--- src/rtl/if_pkg.sv ---
// ----------------------------------------------------------------------------
// if_pkg
// Shared definitions for the instruction-fetch front end.
//   XLEN          address / instruction width
//   FETCH_DEPTH   default depth of the tag queue and instruction buffer
//   INST_NOP      canonical no-op encoding (addi x0, x0, 0)
//   fetch_entry_t {pc, inst} pair held in the instruction buffer
//   align_pc()    word-aligns a fetch address
// ----------------------------------------------------------------------------
package if_pkg;

    localparam int XLEN        = 32;
    localparam int FETCH_DEPTH = 4;

    localparam logic [XLEN-1:0] INST_NOP = 32'h0000_0013;

    typedef struct packed {
        logic [XLEN-1:0] pc;
        logic [XLEN-1:0] inst;
    } fetch_entry_t;

    // Instructions are word aligned; the low two address bits are dropped.
    function automatic logic [XLEN-1:0] align_pc(input logic [XLEN-1:0] addr);
        return addr & ~XLEN'(3);
    endfunction

endpackage

--- src/rtl/sync_fifo.sv ---
// ----------------------------------------------------------------------------
// sync_fifo
// Single-clock FIFO with registered storage and first-word-fall-through head.
//   clk    in   clock
//   rst    in   synchronous reset, active-low
//   push   in   write din (ignored when full unless a pop happens together)
//   pop    in   drop head entry (ignored when empty)
//   clear  in   empty the FIFO at the next edge; dominates push/pop
//   din    in   write data
//   dout   out  head entry (only meaningful while ~empty)
//   full   out  count == DEPTH
//   empty  out  count == 0
//   count  out  number of stored entries
// ----------------------------------------------------------------------------
module sync_fifo #(
    parameter int WIDTH = 32,
    parameter int DEPTH = 4
) (
    input  logic                     clk,
    input  logic                     rst,
    input  logic                     push,
    input  logic                     pop,
    input  logic                     clear,
    input  logic [WIDTH-1:0]         din,
    output logic [WIDTH-1:0]         dout,
    output logic                     full,
    output logic                     empty,
    output logic [$clog2(DEPTH):0]   count
);

    localparam int AW = $clog2(DEPTH);

    logic [WIDTH-1:0] mem [DEPTH];
    logic [AW-1:0]    wr_ptr;
    logic [AW-1:0]    rd_ptr;
    logic [AW:0]      cnt;
    logic             do_push;
    logic             do_pop;

    assign empty   = (cnt == '0);
    assign full    = (cnt == (AW+1)'(DEPTH));
    assign count   = cnt;
    assign dout    = mem[rd_ptr];

    assign do_pop  = pop & ~empty;
    // A push into a full FIFO is legal only when the head leaves in the same cycle.
    assign do_push = push & (~full | do_pop);

    always_ff @(posedge clk) begin
        if (do_push) begin
            mem[wr_ptr] <= din;
        end
    end

    always_ff @(posedge clk) begin
        if (!rst || clear) begin
            wr_ptr <= '0;
            rd_ptr <= '0;
            cnt    <= '0;
        end else begin
            if (do_push) begin
                wr_ptr <= wr_ptr + 1'b1;
            end
            if (do_pop) begin
                rd_ptr <= rd_ptr + 1'b1;
            end
            case ({do_push, do_pop})
                2'b10:   cnt <= cnt + 1'b1;
                2'b01:   cnt <= cnt - 1'b1;
                default: cnt <= cnt;
            endcase
        end
    end

endmodule

--- src/rtl/if_fetch_unit.sv ---
// ----------------------------------------------------------------------------
// if_fetch_unit
// Instruction-fetch front end. Accepts fetch PCs, issues in-order reads to
// instruction memory, tags each read with its PC and buffers the returned
// words for decode. A flush drops every buffered and in-flight fetch.
//   clk             in   clock
//   rst             in   synchronous reset, active-low
//   pc_valid        in   fetch PC offered by the PC generator
//   pc_addr         in   fetch PC (bits [1:0] ignored)
//   pc_ready        out  fetch PC accepted this cycle
//   flush           in   redirect; kill all older fetches
//   imem_req_valid  out  memory read request
//   imem_req_addr   out  word-aligned read address
//   imem_req_ready  in   memory accepts the request
//   imem_rsp_valid  in   read data returned (in order, no backpressure)
//   imem_rsp_data   in   returned instruction word
//   inst_valid      out  instruction available to decode
//   inst_pc         out  PC of the presented instruction
//   inst_data       out  presented instruction
//   inst_ready      in   decode consumes the head entry
// ----------------------------------------------------------------------------
module if_fetch_unit
    import if_pkg::*;
#(
    parameter int DEPTH = FETCH_DEPTH
) (
    input  logic            clk,
    input  logic            rst,
    input  logic            pc_valid,
    input  logic [XLEN-1:0] pc_addr,
    output logic            pc_ready,
    input  logic            flush,
    output logic            imem_req_valid,
    output logic [XLEN-1:0] imem_req_addr,
    input  logic            imem_req_ready,
    input  logic            imem_rsp_valid,
    input  logic [XLEN-1:0] imem_rsp_data,
    output logic            inst_valid,
    output logic [XLEN-1:0] inst_pc,
    output logic [XLEN-1:0] inst_data,
    input  logic            inst_ready
);

    localparam int CW = $clog2(DEPTH) + 1;

    logic [CW-1:0]   outstanding;
    logic [CW-1:0]   discard;
    logic [CW-1:0]   buf_count;
    logic [CW:0]     occupancy;
    logic            credit;
    logic            req_fire;
    logic            rsp_fire;

    logic [XLEN-1:0] tag_head;
    logic            tag_empty;
    logic            tag_full_unused;
    logic [CW-1:0]   tag_count_unused;

    fetch_entry_t    buf_din;
    fetch_entry_t    buf_head;
    logic            buf_push;
    logic            buf_pop;
    logic            buf_empty;
    logic            buf_full_unused;

    // Every in-flight request owns a buffer slot, so the buffer cannot overflow.
    assign occupancy      = {1'b0, outstanding} + {1'b0, buf_count};
    assign credit         = (occupancy < (CW+1)'(DEPTH));

    assign imem_req_valid = pc_valid & credit & ~flush & rst;
    assign imem_req_addr  = align_pc(pc_addr);
    assign req_fire       = imem_req_valid & imem_req_ready;
    assign pc_ready       = req_fire;

    // A response with no matching tag is a protocol error and is ignored.
    assign rsp_fire       = imem_rsp_valid & ~tag_empty;

    // Wrong-path words (discard pending) and words arriving with a flush are dropped.
    assign buf_push       = rsp_fire & ~flush & (discard == '0);
    assign buf_pop        = ~buf_empty & inst_ready;
    assign buf_din        = '{pc: tag_head, inst: imem_rsp_data};

    assign inst_valid     = ~buf_empty;
    assign inst_pc        = inst_valid ? buf_head.pc   : '0;
    assign inst_data      = inst_valid ? buf_head.inst : '0;

    // The tag queue is never flushed: tags of killed requests still pair
    // with their (discarded) responses to keep the stream aligned.
    sync_fifo #(
        .WIDTH (XLEN),
        .DEPTH (DEPTH)
    ) u_tag_q (
        .clk   (clk),
        .rst   (rst),
        .push  (req_fire),
        .pop   (rsp_fire),
        .clear (1'b0),
        .din   (imem_req_addr),
        .dout  (tag_head),
        .full  (tag_full_unused),
        .empty (tag_empty),
        .count (tag_count_unused)
    );

    sync_fifo #(
        .WIDTH (2*XLEN),
        .DEPTH (DEPTH)
    ) u_inst_buf (
        .clk   (clk),
        .rst   (rst),
        .push  (buf_push),
        .pop   (buf_pop),
        .clear (flush),
        .din   (buf_din),
        .dout  (buf_head),
        .full  (buf_full_unused),
        .empty (buf_empty),
        .count (buf_count)
    );

    always_ff @(posedge clk) begin
        if (!rst) begin
            outstanding <= '0;
            discard     <= '0;
        end else begin
            outstanding <= outstanding + CW'(req_fire) - CW'(rsp_fire);
            // On flush every request still in flight after this cycle's
            // response is wrong-path. Reloading (not adding) avoids double
            // counting when a flush lands while an earlier discard is pending.
            if (flush) begin
                discard <= outstanding - CW'(rsp_fire);
            end else if (rsp_fire && (discard != '0)) begin
                discard <= discard - 1'b1;
            end
        end
    end

endmodule

--- config.mk ---
export PLATFORM = sky130hd
export DESIGN_NAME = if_fetch_unit
export DESIGN_NICKNAME = d
export VERILOG_FILES = /design/src/rtl/if_pkg.sv /design/src/rtl/sync_fifo.sv /design/src/rtl/if_fetch_unit.sv
export SDC_FILE = /design/constraint.sdc
export NUM_CORES = 1
export LEC_CHECK = 0
export BUFFER_PORTS_ARGS = -buffer_cell sky130_fd_sc_hd__buf_2
export CORE_MARGIN = 2
export CORE_UTILIZATION = 46
export DETAILED_ROUTE_END_ITERATION = 8
export PLACE_DENSITY = 0.74
export SLEW_MARGIN = 20
export SYNTH_ARGS = -nofsm -noshare
export SYNTH_HDL_FRONTEND = slang
export SYNTH_SLANG_ARGS = --single-unit
--- constraint.sdc ---
create_clock -name clk -period 3.9 [get_ports clk]
set_input_delay 0.39 -clock clk [delete_from_list [all_inputs] [get_ports clk]]
set_output_delay 0.39 -clock clk [all_outputs]
set_load 0.005 [all_outputs]
* After elaboration in Yosys (flattened, before gate mapping)
Memory sizes are Yosys's and may differ from the RTL's. A register that Yosys moved wholly into a read port is not among the register bits.
Cells that the tools add are included.
** Storage, ports and cells
- Bits in read-only memories :: 0
- Input port bits :: 71
- Bits in latches :: 0
- Output and inout port bits :: 99
- RAM bits :: 376
- Flip-flop bits (word level) :: 20
- Memories :: 2
** Memory list
- u_inst_buf.mem :: words 4, width 64, rd ports 1, clocked after memory_dff 1, wr ports 1, RTL line sync_fifo.sv:33 : logic [WIDTH-1:0] mem [DEPTH];
- u_tag_q.mem :: words 4, width 30, rd ports 1, clocked after memory_dff 1, wr ports 1, RTL line sync_fifo.sv:33
** Operators by class
- Add/sub/neg operators :: 13
- Bitwise logic cells :: 19
- Div/mod/pow operators :: 0
- Multiplexer cells :: 14
- Shift operators :: 0
- Reduce and logical (&&, ||, !) cells :: 10
- Equal/unequal tests :: 6
- Multipliers :: 0
- Magnitude comparators :: 1
** Operators with widths (number)
- 32-bit 2-to-1 mux :: 2
- 1-bit AND :: 12
- 3-bit one-hot mux with 2 select lines :: 2
- 3-bit logical NOT :: 3
- 3-bit by 1-bit subtractor with 3-bit output (second input constant) :: 3
- 2-bit by 1-bit adder with 2-bit output (second input constant) :: 4
- 2-bit 2-to-1 mux :: 4
- 3-bit by 1-bit adder with 3-bit output (second input constant) :: 2
- 3-bit equality test (second input constant) :: 2
- 3-bit 2-to-1 mux :: 2
- 2-bit nonzero test :: 3
- 3-bit by 1-bit subtractor with 3-bit output :: 2
- 1-bit inverter :: 5
- 3-bit by 3-bit adder with 4-bit output :: 1
- 2-bit by 1-bit equality test with 1-bit output (second input constant) :: 2
- 2-bit equality test (second input constant) :: 2
- 4-bit by 3-bit less-than comparator with 1-bit output (second input constant) :: 1
- 1-bit 2-to-1 mux :: 4
- 3-bit by 1-bit adder with 3-bit output :: 1
- 3-bit nonzero test :: 1
- 1-bit bitwise OR :: 2
- 1-bit logical AND :: 1
- 1-bit logical NOT :: 1
- 1-bit logical OR :: 1

* Logic depth before layout (Yosys ltp)
- Depth in word-level cells :: 9
- Depth in mapped cells :: 11
- Mapped depth without buffers :: 11

* Hierarchy
A second synthesis with hierarchy kept.
** Unflattened totals
- Cells, all modules :: 799
- Area total of the unflattened synthesis :: 16141.7 um^2
** Modules (own cells, without submodules)
- sync_fifo (u_inst_buf) :: times used 1, area each 9788.1 um^2, sequential area each 7867.5 um^2, cells an instance 404
- sync_fifo (u_tag_q) :: times used 1, area each 5192.5 um^2, sequential area each 4023.9 um^2, cells an instance 237
- if_fetch_unit :: times used 1, area each 1161.1 um^2, sequential area each 120.1 um^2, cells an instance 158

* Worst setup path before layout
No wires, ideal clock.
- Kind :: input -> register
- From :: input flush
- To :: memory u_inst_buf.mem[0][0] (netlist name), enable pin
- Stages :: 3
- Arrival time :: 2.527 ns
- Data required time :: 3.474 ns
- Library setup time :: 0.426 ns
- Path slack :: 0.946 ns
- Path through :: clkbuf_1 > nor4b_4 > and2_1
** Between the ends
- Cells in the longest elaborated chain, start to end :: 6
** RTL lines
- from (decl) :: RTL line if_fetch_unit.sv:32 : input logic flush,
- 1-bit inverter :: RTL line if_fetch_unit.sv:79 : assign buf_push = rsp_fire & ~flush & (discard == '0);
- 1-bit AND (2 in series) :: RTL line if_fetch_unit.sv:79
- 1-bit AND :: RTL line sync_fifo.sv:47 : assign do_push = push & (~full | do_pop);
- 1-bit 2-to-1 mux :: RTL line sync_fifo.sv:50 : if (do_push) begin
- 1-bit 2-to-1 mux (implied by the code) :: RTL line sync_fifo.sv:51 : mem[wr_ptr] <= din;
- to (decl) :: RTL line sync_fifo.sv:33
No other way between the ends.

==> metrics.md <==
| Metric | Value |
|---|---|
| Syn Std Cell Area | `around 15000 µm²` |
| Fraction of layout cells with a size suffix above 1 | `0.3691` |
| Fillers | `between 2k and 3k` |
| Distinct cells, synth | `35` |
| Data arrival time of the critical path | `approximately 2.6 ns` |
| # H-tree levels | `2` |
| Reg clk slew, reported paths | `roughly 0.06 ns` |
| Compound-cell area share of the yosys netlist | `0.008656` |
| Leak | `~6.0 nW` |
| Synth top cells by count | `368 x edfxtp_1, 92 x mux4_2, 80 x and2_1` |
| Outcome | `finished, final reports clean` |
| Post-Route WL | `between 20 and 30 mm` |
| Max Slew Vio Count | `0` |
| Vias in the first global route | `between 7k and 8k` |
| Die Area | `34780 µm²` |
| CTS tree | `done` |
| DRC | `0` |
| Worst Clk Skew | `roughly 0.023 ns` |
| Post-DP HPWL | `between 15 and 20 mm` |
| Non-Filler Instances | `around 1.4k` |
| Most frequent cell after synthesis | `edfxtp_1` |
| Clk root buf | `clkbuf_16` |
| FMAX | `between 300 and 400 MHz` |
| Syn_area_per_cell | `between 20 and 25 µm²` |
| Max clock buf depth | `3` |
| Largest net degree at the start of global routing | `between 60 and 70` |
| Nature of the critical path endpoint | `primary output` |
| IO Port Bufs | `163` |
| Die X | `between 150 and 200 µm` |
| Total gr overflow | `0` |
| Vias per inst | `approximately 5.2` |
| Worst-path fanout max | `40` |
| # hold bufs at CTS | `0` |
| Final nets | `approximately 980` |
| Final min period | `roughly 2.9 ns` |
| Sequential element share of the synthesized area | `0.7526` |
| Worst flop-to-flop path endpoint | `u_tag_q.mem[3][15]` |
| Worst reg-to-reg setup slack | `around 1.2 ns` |
| Yosys top cell area share | `0.7212` |
| Cell Rows | `66` |
| Mux cell area share after synthesis | `0.1372` |
| Clock sink count | `392` |
| Worst-skew pair later-pin latency | `0.54 ns` |
| Worst min-delay path category | `in2reg` |
| Cell Pwr Density | `503.5 nW/µm²` |
| Pre-antenna DRT Iters | `5` |
| Largest family of logic cells by synthesized area | `multiplexers` |
| Final setup vio count | `0` |
| Worst r2r src | `u_inst_buf.count[2]` |
| CP Cell Sequence | `buf_12 -> mux4_2 -> and2_1 -> buf_2` |
| Crit Path Class | `reg2out` |
| Worst slew pin tran | `1.030 ns` |
| Relative slew slack | `0.3130` |
| Area grow syn2layout | `15.30%` |
| First-pass GRT wire length | `around 43 mm` |
| Die H | `186.5 µm` |
| Crit path required time | `~3.5 ns` |
| GP Congestion | `a little over 0.7` |
| CP max-delay cell | `dfxtp_4` |
| Adder-Cell Fraction of Synth Area | `0.01862` |
| Core ar. | `32700 µm²` |
| Post-CTS Setup Bufs | `0` |
| CTS Buf Count | `40` |
| Initial DRC Count | `around 430` |
| Initial Util | `0.4685` |
| Placed Cells | `around 1.3k` |
| RSZ-0062 raised after global routing | `false` |
| Worst Setup Start Kind | `flip-flop` |
| Setup TNS | `0 ns` |
| Final Power | `between 8 and 9 mW` |
| # IOs | `170` |
| FF-to-FF path depth | `6` |
| Seq cells post-synth | `around 390` |
| Overall global routing resource usage | `0.1620` |
| Setup crit end | `inst_pc[24]` |
| Peak per-stage delay on the critical path | `around 0.70 ns` |
| Max_cap viols | `0` |
| Post-synth ARST share | `0` |
| Number of synthesized flops with an enable pin | `368` |
| Synth Instances | `733` |
| Top cells by area, synth | `edfxtp_1 72%, mux4_2 14%, and2_1 3.3%` |
| Antenna violations before repair | `0` |
| Synth warn | `0` |
| Peak supply drop | `0.0003843 V` |
| Final Hold Viols | `0` |
| Yosys top cell by area | `edfxtp_1` |
| Antenna diodes | `0` |
| Post-Synth XOR/XNOR Area | `0.007431` |
| Tcrit/Tclk final | `0.7539` |
| Via count | `7099` |
| Simple-Gate Fraction of Synth Area | `0.04434` |
| Wirelength per Cell | `20.38 µm` |
| Top FF cell, synth | `edfxtp_1` |
| Final ANT Viol Nets | `0` |
| Post-cts resize count | `0` |
-- layout make-up --
class	instances	area, µm²	area share
clock buffers	50	1060	0.05999
repair buffers	170	880.8	0.04986
well taps	442	553.0	0.03130
clock inverters	22	216.5	0.01225
inverters	19	71.32	0.004037
flip-flops and latches	392	11540	0.6533
multi-input cells	260	3344	0.1893
-- power by group --
group          total, mW  switching, mW  internal, mW
combinational      0.437          0.225         0.212
clock               3.71           1.51          2.19
sequential          4.75         0.0562          4.70
total               8.90           1.79          7.10
-- critical path, delay by kind of cell (launching register included) --
kind | cells | cell delay, ns
and+or+nand+nor | 1 | 0.19
muxes | 1 | 0.58
buffers and inverters | 2 | 0.52
DFF | 1 | 0.70
-- state kept, by name, indices dropped and copies added (netlist names), 3 cells and up, named ones only --
name and cells:
u_tag_q.mem 120, u_inst_buf.mem 248, u_tag_q.count 3, u_inst_buf.count 3, discard 3, outstanding 3
-- worst min-delay path by stage --
stage          depth (start not counted)                 end  slack (ns)               from
2_1_floorplan                          2   u_tag_q.wr_ptr[1]        0.47  u_tag_q.wr_ptr[1]
3_3_place_gp                           2   u_tag_q.wr_ptr[1]        0.49  u_tag_q.wr_ptr[1]
3_5_place_dp                           2   u_tag_q.wr_ptr[1]        0.50  u_tag_q.wr_ptr[1]
4_1_cts                                1  u_tag_q.mem[1][14]        0.05        pc_addr[16]
5_1_grt                                1   u_tag_q.mem[1][1]        0.06         pc_addr[3]
6_report                               1   u_tag_q.mem[2][1]        0.08         pc_addr[3]
-- cells by family after synthesis --
kind of cell               Yosys count
other                                1
xor gates and xnor gates            13
DFF                                392
AOI/OAI and AO/OA                   15
adders and majority gates           21
buffers and inverters               84
muxes                               95
and+or+nand+nor                    112
-- layout by cell type (no fill, tap or decap), drive strengths merged, types with 2 or more instances in the layout --
cell type  instances
a21oi              2
and2              80
buf              170
bufinv             4
clkbuf            50
clkinv            12
clkinvlp           4
conb               4
dfxtp             24
edfxtp           368
fa                 3
ha                18
inv               21
mux2i              3
mux4              92
nand2              8
nand2b             2
nand3              4
nor2              10
nor4b              3
o21ai              4
o311ai             3
o31a               2
o41ai              2
or3                3
xnor2              6
xor2               7
-- metal layers --
metal	up-vias	GRT usage	wire, µm
met5	-	0	0
met4	0	0.04029	450
met3	44	0.03479	1859
met2	252	0.2754	13700
met1	3632	0.2149	11610
li1	3171	-	-
-- per-stage QoR --
| step | setup WS (ns) | hold WS [ns] | util | instance area, µm² |
|---|---|---|---|---|
| after detailed placement | 1.155 | 0.4968 | 0.5012 | 16390 |
| after floorplan | 0.9461 | 0.4677 | - | 15330 |
| after global routing | 0.7908 | 0.05524 | 0.5403 | 17670 |
| after global placement | 1.217 | 0.4878 | 0.5012 | 16390 |
| final | 0.9599 | 0.07676 | 0.5403 | 17670 |
| after CTS | 0.8764 | 0.05336 | 0.5403 | 17670 |
Power figures use the tool's default switching activity.
